**config.mk**
```make
export PLATFORM = sky130hd
export DESIGN_NAME = hot_mig_requester
export DESIGN_NICKNAME = d
export VERILOG_FILES = /design/src/rtl/hot_track_pkg.sv /design/src/rtl/mig_interval_timer.sv /design/src/rtl/hot_mig_requester.sv
export SDC_FILE = /design/constraint.sdc
export NUM_CORES = 1
export LEC_CHECK = 0
export ABC_AREA = 1
export CORE_ASPECT_RATIO = 0.5
export CORE_MARGIN = 1
export CORE_UTILIZATION = 48
export CTS_BUF_LIST = sky130_fd_sc_hd__clkbuf_4
export DETAILED_ROUTE_END_ITERATION = 8
export MAX_ROUTING_LAYER = met4
export PLACE_DENSITY_LB_ADDON = 0.08
export SETUP_SLACK_MARGIN = 0.15
export SYNTH_ARGS = -nofsm -noshare
export SYNTH_HDL_FRONTEND = slang
export SYNTH_SLANG_ARGS = --single-unit
export TNS_END_PERCENT = 20
```
**constraint.sdc**
```tcl
create_clock -name clk -period 2.6 [get_ports clk]
set_input_delay 0.26 -clock clk [delete_from_list [all_inputs] [get_ports clk]]
set_output_delay 0.26 -clock clk [all_outputs]
set_load 0.02 [all_outputs]
```
**src/rtl/hot_track_pkg.sv**
```systemverilog
// Shared definitions between the hotness tracker and its migration requester.
// Query opcodes, requester FSM states and default bus geometry.
package hot_track_pkg;

  localparam int ADDR_SIZE_DEF = 28;
  localparam int CNT_SIZE_DEF  = 13;
  localparam int CMD_WIDTH_DEF = 4;
  localparam int TOP_K_DEF     = 5;

  localparam logic [CMD_WIDTH_DEF-1:0] QUERY_IDLE  = 4'd0;
  localparam logic [CMD_WIDTH_DEF-1:0] QUERY_MIG   = 4'd1;
  localparam logic [CMD_WIDTH_DEF-1:0] QUERY_FLUSH = 4'd2;

  typedef enum logic [1:0] {
    ST_IDLE,
    ST_QUERY,
    ST_WAIT_TOPK,
    ST_DRAIN
  } mig_state_e;

endpackage

```
**src/rtl/mig_interval_timer.sv**
```systemverilog
// Free-running interval timer: one-cycle expire pulse every max(interval,1) enabled cycles.
// Combinational expire on the terminal count; clear or !enable forces the count back to 0.
module mig_interval_timer (
  input  logic        clk,
  input  logic        rstn,
  input  logic        enable,
  input  logic [31:0] interval,
  input  logic        clear,
  output logic        expire
);

  logic [31:0] count_q, count_d;
  logic [31:0] term;

  always_comb begin
    term    = (interval == 32'd0) ? 32'd0 : interval - 32'd1;
    count_d = count_q;
    expire  = 1'b0;
    if (clear || !enable) begin
      count_d = '0;
    end else if (count_q >= term) begin
      // >= so that shrinking the interval mid-count still expires promptly
      count_d = '0;
      expire  = 1'b1;
    end else begin
      count_d = count_q + 32'd1;
    end
  end

  always_ff @(posedge clk or negedge rstn) begin
    if (!rstn) count_q <= '0;
    else       count_q <= count_d;
  end

endmodule

```
**src/rtl/hot_mig_requester.sv**
```systemverilog
// Periodically queries the hotness tracker for its top-k lines and streams eligible addresses
// to the migration engine with valid/ready; flush requests are latched and take priority.
module hot_mig_requester
  import hot_track_pkg::*;
#(
  parameter int ADDR_SIZE  = ADDR_SIZE_DEF,
  parameter int CNT_SIZE   = CNT_SIZE_DEF,
  parameter int CMD_WIDTH  = CMD_WIDTH_DEF,
  parameter int TOP_K      = TOP_K_DEF,
  parameter int TMO_CYCLES = 255
) (
  input  logic                          clk,
  input  logic                          rstn,
  input  logic                          cfg_enable,
  input  logic [31:0]                   cfg_interval,
  input  logic [2:0]                    cfg_num_mig,
  input  logic [CNT_SIZE-1:0]           cfg_cnt_threshold,
  input  logic                          flush_req,
  output logic                          query_en,
  output logic [CMD_WIDTH-1:0]          query_cmd,
  input  logic                          query_ready,
  output logic [2:0]                    num_mig,
  input  logic                          mig_en,
  input  logic [TOP_K*ADDR_SIZE-1:0]    top_addr,
  input  logic [TOP_K*CNT_SIZE-1:0]     top_cnt,
  output logic                          mig_addr_valid,
  output logic [ADDR_SIZE-1:0]          mig_addr,
  input  logic                          mig_addr_ready,
  output logic                          busy,
  output logic [31:0]                   mig_issued_cnt,
  output logic [15:0]                   timeout_cnt
);

  localparam int              TMO_W    = (TMO_CYCLES > 1) ? $clog2(TMO_CYCLES) : 1;
  localparam logic [TMO_W-1:0] TMO_LAST = TMO_W'(TMO_CYCLES - 1);
  localparam logic [2:0]      TOPK_N   = (TOP_K > 7) ? 3'd7 : 3'(TOP_K);

  mig_state_e         state_q, state_d;
  logic               flush_pend_q, flush_pend_d;
  logic               mig_pend_q, mig_pend_d;
  logic               is_flush_q, is_flush_d;
  logic [2:0]         num_mig_q, num_mig_d;
  logic [2:0]         idx_q, idx_d;
  logic [TMO_W-1:0]   wait_q, wait_d;
  logic [31:0]        issued_q, issued_d;
  logic [15:0]        tmo_q, tmo_d;
  logic               capture;
  logic               timer_expire;

  logic [ADDR_SIZE-1:0] slot_addr_q [TOP_K];
  logic [CNT_SIZE-1:0]  slot_cnt_q  [TOP_K];

  logic [2:0]          eff_num;
  logic [CNT_SIZE-1:0] cur_cnt;
  logic                eligible;
  logic                last_slot;

  mig_interval_timer u_timer (
    .clk      (clk),
    .rstn     (rstn),
    .enable   (cfg_enable),
    .interval (cfg_interval),
    .clear    (state_q != ST_IDLE),
    .expire   (timer_expire)
  );

  assign eff_num   = (cfg_num_mig > TOPK_N) ? TOPK_N : cfg_num_mig;
  assign cur_cnt   = slot_cnt_q[idx_q];
  assign eligible  = (cur_cnt != '0) && (cur_cnt >= cfg_cnt_threshold);
  assign last_slot = ({1'b0, idx_q} + 4'd1) >= {1'b0, num_mig_q};

  always_comb begin
    state_d        = state_q;
    flush_pend_d   = flush_pend_q | flush_req;
    mig_pend_d     = mig_pend_q | timer_expire;
    is_flush_d     = is_flush_q;
    num_mig_d      = num_mig_q;
    idx_d          = idx_q;
    wait_d         = wait_q;
    issued_d       = issued_q;
    tmo_d          = tmo_q;
    capture        = 1'b0;
    query_en       = 1'b0;
    query_cmd      = CMD_WIDTH'(QUERY_IDLE);
    mig_addr_valid = 1'b0;
    mig_addr       = '0;
    unique case (state_q)
      ST_IDLE: begin
        wait_d = '0;
        idx_d  = '0;
        // Same-cycle request/expiry are honoured directly so no cycle is lost to the flags.
        if (flush_pend_q || flush_req) begin
          state_d    = ST_QUERY;
          is_flush_d = 1'b1;
          num_mig_d  = eff_num;
        end else if (mig_pend_q || timer_expire) begin
          if (eff_num != 3'd0) begin
            state_d    = ST_QUERY;
            is_flush_d = 1'b0;
            num_mig_d  = eff_num;
          end else begin
            mig_pend_d = 1'b0;
          end
        end
      end
      ST_QUERY: begin
        query_en  = 1'b1;
        query_cmd = is_flush_q ? CMD_WIDTH'(QUERY_FLUSH) : CMD_WIDTH'(QUERY_MIG);
        if (query_ready) begin
          if (is_flush_q) begin
            flush_pend_d = flush_req;
            state_d      = ST_IDLE;
          end else begin
            mig_pend_d = 1'b0;
            state_d    = ST_WAIT_TOPK;
          end
        end
      end
      ST_WAIT_TOPK: begin
        if (mig_en) begin
          capture = 1'b1;
          idx_d   = '0;
          state_d = ST_DRAIN;
        end else if (wait_q >= TMO_LAST) begin
          state_d = ST_IDLE;
          if (tmo_q != 16'hFFFF) tmo_d = tmo_q + 16'd1;
        end else begin
          wait_d = wait_q + 1'b1;
        end
      end
      ST_DRAIN: begin
        if (eligible) begin
          mig_addr_valid = 1'b1;
          mig_addr       = slot_addr_q[idx_q];
        end
        if (!eligible || mig_addr_ready) begin
          if (eligible) issued_d = issued_q + 32'd1;
          if (last_slot) state_d = ST_IDLE;
          else           idx_d   = idx_q + 3'd1;
        end
      end
      default: state_d = ST_IDLE;
    endcase
  end

  always_ff @(posedge clk or negedge rstn) begin
    if (!rstn) begin
      state_q      <= ST_IDLE;
      flush_pend_q <= 1'b0;
      mig_pend_q   <= 1'b0;
      is_flush_q   <= 1'b0;
      num_mig_q    <= '0;
      idx_q        <= '0;
      wait_q       <= '0;
      issued_q     <= '0;
      tmo_q        <= '0;
    end else begin
      state_q      <= state_d;
      flush_pend_q <= flush_pend_d;
      mig_pend_q   <= mig_pend_d;
      is_flush_q   <= is_flush_d;
      num_mig_q    <= num_mig_d;
      idx_q        <= idx_d;
      wait_q       <= wait_d;
      issued_q     <= issued_d;
      tmo_q        <= tmo_d;
    end
  end

  // Slots beyond the requested count are zeroed so they can never look eligible.
  always_ff @(posedge clk or negedge rstn) begin
    if (!rstn) begin
      for (int i = 0; i < TOP_K; i++) begin
        slot_addr_q[i] <= '0;
        slot_cnt_q[i]  <= '0;
      end
    end else if (capture) begin
      for (int i = 0; i < TOP_K; i++) begin
        if (i < int'(num_mig_q)) begin
          slot_addr_q[i] <= top_addr[i*ADDR_SIZE +: ADDR_SIZE];
          slot_cnt_q[i]  <= top_cnt[i*CNT_SIZE +: CNT_SIZE];
        end else begin
          slot_addr_q[i] <= '0;
          slot_cnt_q[i]  <= '0;
        end
      end
    end
  end

  assign num_mig        = num_mig_q;
  assign busy           = (state_q != ST_IDLE);
  assign mig_issued_cnt = issued_q;
  assign timeout_cnt    = tmo_q;

endmodule

```
# After elaboration in Yosys (flattened, before gate mapping)
# Index checks and enable logic that the tools add are counted.
dict set report word_totals {
  output_inout_bits 86
  register_bits 304
  word_cells 141
}
dict set report classes {
  bitwise_logic 4
  n_lt_le_gt_ge 11
  muxes 63
  eq_ne 14
  n_addsub 7
  n_reduce_logical 22
}
# operator n
set op_table {}
lappend op_table {{$mux W28} 9}
lappend op_table {{$mux W32} 3}
lappend op_table {{$mux W13} 7}
lappend op_table {{$bmux W28 S3} 1}
lappend op_table {{$add A32 B1 Y32 const B} 2}
lappend op_table {{$bmux W13 S3} 1}
lappend op_table {{$ge A32 B32 Y1} 1}
lappend op_table {{$logic_not A32 Y1} 1}
lappend op_table {{$sub A32 B1 Y32 const B} 1}
lappend op_table {{$mux W2} 11}
lappend op_table {{$mux W3} 7}
lappend op_table {{$mux W1} 18}
lappend op_table {{$add A16 B1 Y16 const B} 1}
lappend op_table {{$mux W8} 2}
lappend op_table {{$ne A16 B16 Y1 const B} 1}
lappend op_table {{$pmux W8 S2} 1}
lappend op_table {{$ne A2 B2 Y1 const B} 7}
lappend op_table {{$ge A13 B13 Y1} 1}
lappend op_table {{$reduce_bool A13 Y1} 1}
lappend op_table {{$ne A3 B3 Y1 const B} 3}
lappend op_table {{$pmux W3 S3} 1}
lappend op_table {{$reduce_and A3 Y1} 3}
lappend op_table {{$add A8 B1 Y8 const B} 1}
lappend op_table {{$ge A8 B8 Y1 const B} 1}
lappend op_table {{23 further kinds} 36}

# Depth between registers and ports, before layout
# Gate-level depths: netlist of run 1.
dict set report logic_depth {
  depth_word 10
  depth_mapped 26
}

# Hierarchy
# From an unflattened synthesis of run 1, not the netlist that was laid out.
dict set report hier_totals {
  cells_unflattened 2407
  hier_area_um2 17713.2
}
# mod area_per_inst_um2 seq_area_each_um2 n_inst cells_per_inst
set modules_own_cells {}
lappend modules_own_cells {hot_mig_requester 14099.8 6806.5 1 1835}
lappend modules_own_cells {mig_interval_timer 3613.5 800.8 1 572}

# Least setup slack after synthesis of run 1
# No wires, ideal clock.
dict set report synth_path {
  path_kind {in2reg}
  startpoint {in cfg_interval[0]}
  endpoint {reg u_timer.count_q[0]}
  setup_ns 0.072
  required_time_ns 2.528
  slack_ns -0.664
  n_path_buf 1
  arrival_time_ns 3.192
  stages 24
  cell_sequence {inv_1 > nand3_1 > nor2_1 > nand2_1 > nor2_1 > nand2_1 > inv_1 > nand2_1 > nor2_1 > nand2_1 > nor2_4 > a21oi_1 > nand3b_1 > ha_1 > a21oi_1 > nor2_1 > nor3_1 > nand2_1 > a21oi_1 > nand2_1 > inv_1 > nand2_1 > buf_2 > nor2_1}
}
dict set report synth_via {
  elab_chain_len 5
  elab_cells_between_ends 6
  classes_between {add/sub (1); order compare (1); mux (3); reduce/logical (1)}
}
# element line
set synth_rtl {}
lappend synth_rtl {{from (decl)} hot_mig_requester.sv:15} ;# input logic [31:0] cfg_interval,
lappend synth_rtl {{$sub A32 B1 Y32 / $logic_not A32 Y1 (equally long branches)} mig_interval_timer.sv:16} ;# term = (interval == 32'd0) ? 32'd0 : interval - 32'd1;
lappend synth_rtl {{$mux W32 *} mig_interval_timer.sv:16}
lappend synth_rtl {{$ge A32 B32 Y1 *} mig_interval_timer.sv:21} ;# end else if (count_q >= term) begin
lappend synth_rtl {{$mux W32 *} mig_interval_timer.sv:21}
lappend synth_rtl {{$mux W32 *} mig_interval_timer.sv:19} ;# if (clear || !enable) begin
lappend synth_rtl {{named net u_timer.count_d[0]} mig_interval_timer.sv:12} ;# logic [31:0] count_q, count_d;
lappend synth_rtl {{to (signal assigned)} mig_interval_timer.sv:32} ;# else count_q <= count_d;
lappend synth_rtl {{to (decl)} mig_interval_timer.sv:12}
# The timed path passes the listed nets; every way through them passes the cells marked *.
# A chain may end at the register's enable or synchronous reset.

# Worst setup path after layout of run 1
dict set report layout_path {
  startpoint {reg idx_q[0]}
  endpoint {out mig_addr[26]}
}
dict set report layout_via {
  elab_chain_len 8
  elab_cells_between_ends 12
  classes_between {order compare (1); mux (8); bitwise (1); reduce/logical (2)}
}
# element line
set layout_rtl {}
lappend layout_rtl {{from (decl)} hot_mig_requester.sv:43} ;# logic [2:0] idx_q, idx_d;
lappend layout_rtl {{from (signal assigned)} hot_mig_requester.sv:163} ;# idx_q <= idx_d;
lappend layout_rtl {{$not A3 Y4 (implied by the code) *} {hot_mig_requester.sv:68, hot_mig_requester.sv:134}}
lappend layout_rtl {{$bmux W13 S3} hot_mig_requester.sv:68} ;# assign cur_cnt = slot_cnt_q[idx_q];
lappend layout_rtl {{$mux W13 (implied by the code) (2 in a row)} hot_mig_requester.sv:68}
lappend layout_rtl {{$ge A13 B13 Y1 / $reduce_bool A13 Y1 (equally long branches)} hot_mig_requester.sv:69} ;# assign eligible = (cur_cnt != '0) && (cur_cnt >= cfg_cnt_threshold);
lappend layout_rtl {{$logic_and A1 B1 Y1} hot_mig_requester.sv:69}
lappend layout_rtl {{$mux W28 *} hot_mig_requester.sv:132} ;# if (eligible) begin
lappend layout_rtl {{$mux W28 *} hot_mig_requester.sv:87} ;# unique case (state_q)
lappend layout_rtl {{to (decl)} hot_mig_requester.sv:27} ;# output logic [ADDR_SIZE-1:0] mig_addr,
# Mark *: on every way between the ends. The rest lies on a longest branch, timed or not. The select of a mux whose other input is x is not followed.

==> flow_summary.ini, run 1 <==
[run_status]
status = finished, violations left
violations = setup timing

[setup_path]
cp.arrival_ps = 3390
ff2ff_setup_slack_ps = -420
worst-setup-path-type = flip-flop to output pin
reg2regPathDepth = 23
r2r_end = mig_issued_cnt[7]
timing.rr.start = idx_q[0]
crit_chain = inv_4, buf_8, nand2_1, nand3_1, nand3_1, nand2_1, ha_1, nand2_1, o21bai_1, nand2_1, a21oi_2, nand3_1, nand2_1, inv_2, nand2_8, clkbuf_16, a21oi_1, buf_4
timing.critical_path.from_type = flip-flop
cp_max_fo = 14
cp_slowest_stage_delay_ps = 450
cp.required_ps = 2340
path_buf_inv = 5
slowest_stage = dfrtp_2
critical_path.top_delay_family = buffers and inverters
cp_common_cell = nand2_1
cp-end-kind = output pin

[timing]
worst_pin_slew_ps = 948
finalClockSkew_ps = 55.7
slew_viol_final = 0
slew_headroom_pct = 36.8
fmax_mhz = 274
setup_viol = 69
hold_viol = 0
fin_crit_ps = 3650
rsz0062_at_grt = true
finalCritPeriodShare_pct = 140
fin_ws_ps = -1050

[cts]
clk_path_buf_depth = 3
root_buffer = clkbuf_4
htreeDepth = 3
cts_sinks = 304
cts_tree = done
path_clk_slew_ps = 80
clk_latency_ps = 780
cts_made_buffers = 74

[layout]
design_area_um2 = 23900
final_nets = 3140
multiInputGateArea_um2 = 8650
num-fill-cells = 3074
ff_latch_area_um2 = 7610
finish.utilization_pct = 68.3
area_growth_pct = 37.8
layout-drive-gt1-share_pct = 14.3

[logic_synthesis]
ys.flop_type = dfrtp_1
synth_top_area_share_pct = 43.9
netlist_instances = 2342
yosys_warnings = 0
syn_avg_cell_area_um2 = 7.41
synth.most_common_cell = nand2_1
yosysTopAreaCell = dfrtp_1
ys_ff_latch = 304
synth_common_cells = nand2_1, dfrtp_1, inv_1, nand3_1, o21ai_0
synth-edff-count = 0
synth_cell_types = 41
synthArstFlopShare_pct = 100
synthTopCellsByArea = dfrtp_1, nand2_1, nand3_1, inv_1, o21ai_0
ys_seq_area_share_pct = 43.9
syn_area_um2 = 17300

[power]
p_per_area_nw_per_um2 = 735
leakage_nw = 11.6
total_power_mw = 17.6
irDropWorstVdd_uv = 434

[worst_hold_path]
hold_class = input port to flip-flop
worstHoldEndpoint = slot_addr_q[17]
hold_depth = 3
worstHoldStart = top_addr[129]

[global_route]
grt_start_max_net_pins = 148
use_met2_pct = 48.0
use_met3_pct = 5.28
top_usage_layer = met2
grt_antenna_before_repair = 5
grt_pass1_vias = 16770
gr-usage-met1_pct = 37.7
groute.usage.overall_pct = 29.8
grt_pass1_wl_um = 85000
grt-ovfl-total = 0

[place]
port_buffers = 343
place_ws_ps = -1180
place.gp.congestion = 0.929
placed_area_um2 = 22300
dp.final_hpwl_um = 38300

[floorplanning]
die_h_um = 136
core-area_um2 = 35000
die_w_um = 271
io_pins = 346
dieArea_um2 = 36900
fp-row-count = 48
start_util_pct = 49.5

[routing]
vias = 17637
vias_per_cell = 5.26
dr.pass1.iters = 5
drtIter0Drc = 1389
routed_wl_um = 54600
drtAntennaViolNets = 0
drc_errors = 0
routedWlPerCell_um = 16.3

[flow_run]
max_cap_viol_count = 0
layout make-up:
class	count	share of cell area [%]
Multi-Input combinational cell	1646	36.2
Sequential cell	304	31.8
Timing Repair Buffer	519	20.9
Inverter	279	4.56
Clock buffer	104	3.27
Tap cell	475	2.49
Clock inverter	19	0.686
Antenna cell	6	0.0628
metrics by stage:
stage | TNS, ps | std cells | hold slack, ps
final | -40510 | 3352 | 50.4
after global routing | -60490 | 3351 | 24.3
after CTS | -42830 | 3342 | 0.0578
after detailed placement | -70030 | 3198 | 288
after global placement | -67080 | 3198 | 284
after floorplan | -15950 | 2343 | -35.6
logic make-up (layout without fill, tap and decap cells):
| family | count (synthesis) | count (layout) | synth area share, % |
|---|---|---|---|
| fa+ha+maj | 56 | 56 | 4.04 |
| xor+xnor | 63 | 63 | 3.18 |
| buf+inv | 393 | 921 | 8.94 |
| other cells | 1 | 8 | 0.0216 |
| simple gates | 1135 | 1135 | 28.1 |
| flops | 304 | 304 | 43.9 |
| compound gates | 390 | 390 | 11.9 |
worst min-delay path, stage by stage:
cell and delay [ps]:
clkdlybuf4s50_1 390, inv_1 50, o21ai_0 70
power breakdown:
group / switching (mW) / internal, mW
logic: 3.81 / 2.51
registers: 0.800 / 6.23
clock network: 2.06 / 2.14
registers in the layout (all words and copies together) (netlist names):
register	flops
slot_addr_q	140
slot_cnt_q	65
mig_issued_cnt	32
u_timer.count_q	32
timeout_cnt	16
wait_q	8
idx_q	3
num_mig	3
state_q	2
flush_pend_q	1
is_flush_q	1
mig_pend_q	1
metal layers:
metal	wire [µm]	vias up
li1	-	8635
met1	23600	8319
met2	26000	560
met3	3260	123
met4	1710	0
met5	0	-
placed cells by master (no fill, tap or decap), drive strengths merged, types with 2 or more instances in the layout:
master           n
a211oi           8
a21boi           5
a21o             2
a21oi          142
a31oi            2
buf            182
bufinv           3
clkbuf         107
clkdlybuf4s50  304
clkinv          15
conb             2
dfrtp          304
diode            6
dlygate4sd2      6
dlygate4sd3     21
dlymetal6s2s     2
ha              56
inv            279
nand2          599
nand3          229
nand3b           8
nand4           34
nor2           163
nor3            72
nor3b            4
nor4            13
o211ai           5
o21a             2
o21ai          189
o22ai           31
or2             11
xnor2           16
xor2            47
worst max-delay path by stage:
stage               startpoint           end  slack [ps]  depth (start not counted)
6_report              idx_q[0]  mig_addr[26]       -1050                         18
5_1_grt               idx_q[0]   mig_addr[7]       -1290                         17
4_1_cts               idx_q[0]   mig_addr[3]       -1250                         16
3_5_place_dp   cfg_interval[2]    num_mig[2]       -1180                         26
3_3_place_gp   cfg_interval[2]    num_mig[2]       -1140                         26
2_1_floorplan  cfg_interval[2]    num_mig[2]        -350                         25
repair_timing:
action,4_1_cts,5_1_grt
pin swaps,6,6
setup buffers,0,1
gates resized for setup,66,210
hold buffers,21,0
endpoints found under the hold margin,238,0
cloned,0,3
endpoints found under the setup margin,107,109
Note: power is estimated with default switching activity, not from simulation.
==> run 2: changes to the inputs <==
Settings changed: SKIP_LAST_GASP set to 1.
==> run 2 against run 1 <==
Compared with the run above: the run still ends with setup timing left; first-iteration DRC count is 3.8% higher; via count is 0.31% higher; global-route usage is 0.053 points lower; count of clock-buffer cells in the layout stayed put; combinational power is 1% lower; flip-flop and latch count stayed put; non-clock buffer count stayed put; setup slack better by 28 ps; maximum frequency is 0.78% higher; wire length is 0.45% lower; critical path type unchanged; critical endpoint unchanged; largest cell class unchanged; largest power group unchanged.
==> flow_summary.ini, run 2 (synthesis gave the netlist of run 1 again) <==
[setup_path]
ff2ff_setup_slack_ps = -450
reg2regPathDepth = 23
timing.rr.start = idx_q[1]
cp.arrival_ps = 3360
cp.required_ps = 2340
startpoint = idx_q[1]
r2r_end = mig_issued_cnt[15]
timing.critical_path.from_type = flip-flop
cp_max_fo = 11
worst-setup-path-type = flip-flop to output pin
cp-end-kind = output pin

[routing]
routed_wl_um = 54300
dr.pass1.iters = 6
wl_met3_um = 3130
vias_per_cell = 5.28
vias = 17691
drtIter0Drc = 1442
m1WireLength_um = 23600
drtAntennaViolNets = 0
route.met2.wl_um = 25900
routedWlPerCell_um = 16.2
drc_errors = 0
highest_layer = met4

[power]
p_per_area_nw_per_um2 = 736
irDropWorstVdd_uv = 435
leakage_nw = 11.5
p_int_mw = 10.8
pwr-share-seq_pct = 40.2
switchingPower_mw = 6.62
p_sw_share_pct = 37.9
combPwrFrac_pct = 35.7
power.share.clock_pct = 24.0

[timing]
hold_viol = 0
rsz0062_at_grt = true
finalClockSkew_ps = 55.7
fin_ws_ps = -1020
setup_tns_ps = -54210
worst_pin_slew_ps = 946
slew_headroom_pct = 37.0
fmax_mhz = 276
setup_viol = 104
fin_crit_ps = 3620
slew_viol_final = 0
finalCritPeriodShare_pct = 139

[layout]
area_growth_pct = 36.8
largest_reg_flops = 140
final_nets = 3140
finalNonFillerCells = 3352
num-fill-cells = 3110
mostFrequentLayoutCells = nand2_1, clkdlybuf4s50_1, dfrtp_1, inv_1, nand3_1
final_common_cell = nand2_1
reg_top3 = slot_addr_q: 140 flops, slot_cnt_q: 65 flops
largest_register = slot_addr_q
layout-drive-gt1-share_pct = 13.3

[global_route]
grt_pass1_wl_um = 84800
grt_pass1_vias = 16747
grt_start_max_net_pins = 148
grt-ovfl-total = 0
grt_antenna_before_repair = 5
groute.usage.overall_pct = 29.7

[place]
port_buffers = 343
place.gp.congestion = 0.929
numPlacedInstances = 3198
dp.final_hpwl_um = 38300

[floorplanning]
core-area_um2 = 35000
io_pins = 346
die_h_um = 136
fp-row-count = 48
start_util_pct = 49.5
dieArea_um2 = 36900
die_w_um = 271

[cts]
clk_path_buf_depth = 3
root_buffer = clkbuf_4
clk_latency_ps = 780
htreeDepth = 3
path_clk_slew_ps = 70
cts_tree = done
cts_sinks = 304
cts_made_buffers = 74

[flow_run]
max_cap_viol_count = 0

[run_status]
status = finished, violations left
violations = setup timing

[worst_hold_path]
hold_class = input port to async pin
## run 2: changes by cell type in the layout (fill, tap and decap cells not counted), moves of 4 or more
cell / previous run / this run
clkdlybuf4s50_1: 304 / 313
dlygate4sd2_1: 6 / 0
nand3_1: 220 / 225
nand3_2: 8 / 3
nor2_1: 150 / 155
nor2_2: 8 / 3
o21ai_0: 173 / 178
o21ai_1: 16 / 11
nand2_1: 581 / 585
## run 2: layer usage
metal,vias up,GRT usage (%)
met4,0,11.3
li1,8642,-
met3,114,5.28
met1,8363,37.6
met5,-,-
met2,572,47.8
## run 2: area by class of cell
cell class                      count  area (µm²)  area share, %
Clock inverter                     19         164          0.691
Inverter                          279        1080           4.57
Sequential cell                   304        7610           32.1
Antenna cell                        6        15.0         0.0633
Timing Repair Buffer              519        4970           20.9
Multi-Input combinational cell   1646        8510           35.9
Tap cell                          475         594           2.50
Clock buffer                      104         781           3.29
## run 2: worst max path at each step
stage | endpoint | slack [ps] | cells past startpoint
floorplan | num_mig[2] | -350 | 25
global placement | num_mig[2] | -1140 | 26
detailed placement | num_mig[2] | -1180 | 26
CTS | mig_addr[3] | -1250 | 16
global route | mig_addr[7] | -1310 | 19
finish | mig_addr[26] | -1020 | 18
## run 2: power by group through the flow
stage / sequential (mW) / combinational [mW] / clock [mW]
3_3_place_gp: 7.03 / 5.84 / 0
2_1_floorplan: 6.92 / 3.68 / 0
5_1_grt: 7.18 / 6.96 / 4.50
4_1_cts: 6.99 / 6.02 / 4.26
3_5_place_dp: 7.07 / 5.97 / 0
6_report: 7.03 / 6.24 / 4.20
## run 2: critical path: stages (launching register included)
cell	delay, ps
dfrtp_2	480
buf_4	180
nor2_4	170
buf_12	150
nand3_1	70
nand2_1	100
ha_1	250
nand2_1	70
inv_1	30
o21bai_1	110
nand2_1	60
a21oi_1	130
nand3_1	100
nand2_1	80
inv_2	60
nand2_8	110
clkbuf_16	210
a21oi_1	60
buf_4	160
## run 2: repair_timing
action	4_1_cts	5_1_grt
resized for setup	47	173
setup endpoints to repair	107	111
hold buffers	21	0
pin swaps	0	5
cloned	0	3
endpoints found under the hold margin	238	0
setup buffers	0	1
## run 2: stage by stage
stage	instance area, µm²	utilization (%)	worst slack [ps]	hold slack, ps	power [mW]
after detailed placement	22300	63.7	-1180	288	13.0
final	23700	67.8	-1020	44.8	17.5
after global routing	23700	67.8	-1310	24.3	18.6
after CTS	23400	67.0	-1250	0.0578	17.3
after global placement	22300	63.7	-1140	284	12.9
after floorplan	17500	-	-348	-35.6	10.6
==> run 3: changes to the inputs <==
Settings changed: CORE_UTILIZATION 48 to 45, PLACE_DENSITY set to 0.7, PLACE_DENSITY_LB_ADDON 0.08 to unset.
==> run 3 against run 2 <==
Compared with the run above: the run still ends with setup timing left; clock power decreased by 1%; non-clock buffer count rose by 42; first-iteration DRC count decreased by 16%; largest power group unchanged.
==> flow_summary.ini, run 3 (synthesis gave the netlist of run 1 again) <==
[timing]
setup_tns_ps = -63130
whs_ps = 57.3
finalCritPeriodShare_pct = 148
hold_viol = 0
rsz0062_at_grt = true
fin_crit_ps = 3840
finalClockSkew_ps = 45.9
slew_viol_final = 0
fin_ws_ps = -1240
fmax_mhz = 260
worst_pin_slew_ps = 959
setup_viol = 104
slew_headroom_pct = 36.1

[worst_hold_path]
worstHoldEndpoint = slot_cnt_q[22]
hold_depth = 3
hold_class = input port to flip-flop
worstHoldStart = top_cnt[48]

[floorplanning]
fp-row-count = 50
dieArea_um2 = 39400
die_h_um = 141
io_pins = 346
core-area_um2 = 37700
die_w_um = 280
start_util_pct = 46.0

[layout]
largest_register = slot_addr_q
mostFrequentLayoutCells = nand2_1, clkdlybuf4s50_1, dfrtp_1, inv_1, nand3_1
layout-drive-gt1-share_pct = 15.5
finish.utilization_pct = 65.3
largest_reg_flops = 140
reg_top3 = slot_addr_q: 140 flops, slot_cnt_q: 65 flops
final_nets = 3183
area_growth_pct = 41.9
num-fill-cells = 3258
final_common_cell = nand2_1

[run_status]
status = finished, violations left
violations = setup timing

[place]
place.gp.congestion = 0.908
dp.final_hpwl_um = 39800
port_buffers = 343

[setup_path]
timing.critical_path.from_type = flip-flop
crit_chain = buf_12, nor2_4, clkbuf_16, nand3_1, nand2_2, ha_4, nand4_1, nor3_2, nand2_1, nand3_2, nand2_2, inv_4, nand2_8, buf_6, buf_8, nor3_4, buf_6
cp.arrival_ps = 3580
reg2regPathDepth = 21
cp_max_fo = 6
worst-setup-path-type = flip-flop to output pin
cp.required_ps = 2340
timing.rr.start = idx_q[0]
cp-end-kind = output pin
critical_path.top_delay_family = simple AND/OR/NAND/NOR gates
slowest_stage = dfrtp_2
cp_slowest_stage_delay_ps = 510
r2r_end = mig_issued_cnt[2]
ff2ff_setup_slack_ps = -630
path_buf_inv = 6

[cts]
htreeDepth = 3
clk_latency_ps = 780
clk_path_buf_depth = 3
cts_made_buffers = 75
root_buffer = clkbuf_4
cts_sinks = 304
path_clk_slew_ps = 70
cts_tree = done

[routing]
routedWlPerCell_um = 16.7
vias_per_cell = 5.20
drc_errors = 0
drtAntennaViolNets = 0
dr.pass1.iters = 5
routed_wl_um = 57700
drtIter0Drc = 1213
vias = 17960

[power]
p_per_area_nw_per_um2 = 739
power.share.clock_pct = 22.8
irDropWorstVdd_uv = 441
p_sw_share_pct = 38.9
combPwrFrac_pct = 38.4
p_int_mw = 11.1
pwr-share-seq_pct = 38.9
leakage_nw = 11.8
switchingPower_mw = 7.07

[global_route]
grt_start_max_net_pins = 82
grt_pass1_vias = 17435
grt-ovfl-total = 0
groute.usage.overall_pct = 29.7
grt_pass1_wl_um = 90300
grt_antenna_before_repair = 8

[flow_run]
max_cap_viol_count = 0
==> run 3: cell types whose count changed in the layout (fill, tap and decap cells not counted), sizes merged <==
cell / before / now
bufinv: 3 / 1
clkbuf: 107 / 112
clkinv: 15 / 26
dlygate4sd3: 21 / 42
clkinvlp: 1 / 3
buf: 182 / 201
inv: 279 / 280
diode: 6 / 9
==> run 3: area by class of cell <==
cell class / instances / area (µm²) / share of cell area (%)
Multi-Input combinational cell: 1646 / 8870 / 36.0
Sequential cell: 304 / 7610 / 30.9
Timing Repair Buffer: 561 / 5400 / 21.9
Inverter: 279 / 1090 / 4.43
Clock buffer: 107 / 803 / 3.26
Tap cell: 520 / 651 / 2.64
Clock inverter: 31 / 163 / 0.661
Antenna cell: 9 / 22.5 / 0.0915
==> run 3: routing by layer <==
metal  wire length, µm  vias up  track usage (%)  share of wire [%]
met5                 0        -                -                  0
met4              2350        0             13.9                4.1
met3              3060      152             4.42                5.3
met2             27300      604             47.0                 47
met1             25000     8451             37.7                 43
li1                  -     8753                -                  -
==> run 3: power by group through the flow <==
stage	Sequential [mW]	Clock, mW	Combinational, mW
after floorplan	6.92	0	3.68
after global placement	7.03	0	5.88
after detailed placement	7.06	0	6.02
after CTS	7.01	4.24	6.53
after global routing	7.21	4.50	7.72
final	7.07	4.14	6.98
==> run 3: how the worst max path moves through the flow <==
stage	from	end	slack (ps)	depth (start not counted)
after floorplan	cfg_interval[2]	num_mig[2]	-350	25
after global placement	cfg_interval[2]	num_mig[2]	-1130	26
after detailed placement	cfg_interval[2]	num_mig[2]	-1170	26
after CTS	idx_q[0]	mig_addr[21]	-1230	17
after global routing	idx_q[0]	mig_addr[1]	-1390	17
final	idx_q[0]	mig_addr[1]	-1240	17
==> run 3: worst register-to-register path: stages (launching register included) <==
cell and delay, ps:
dfrtp_2 510, buf_12 180, nor2_4 250, clkbuf_16 220
nand3_1 90, nand2_2 120, ha_4 130, nand4_1 130
nor3_2 170, nand2_1 90, nand3_2 90, nand2_2 60
inv_4 80, nand2_8 90, buf_4 150, buf_4 130
inv_2 50, buf_4 100, nand2_2 100, buf_4 180
o21ai_1 120, nand2_1 60
==> run 3: stage by stage <==
step	cell area, µm²	instances	setup WS, ps	total power [mW]
finish	24600	3457	-1240	18.2
global route	24600	3456	-1390	19.4
CTS	24200	3442	-1230	17.8
detailed placement	22400	3253	-1170	13.1
global placement	22400	3253	-1130	12.9
floorplan	17500	2343	-348	10.6
==> run 3: repair_timing <==
item,CTS,global route
endpoints found under the hold margin,342,1
resized for setup,180,101
setup endpoints to repair,107,107
gates cloned,2,3
hold buffers,41,1
setup buffers,8,2
pin swaps,9,24
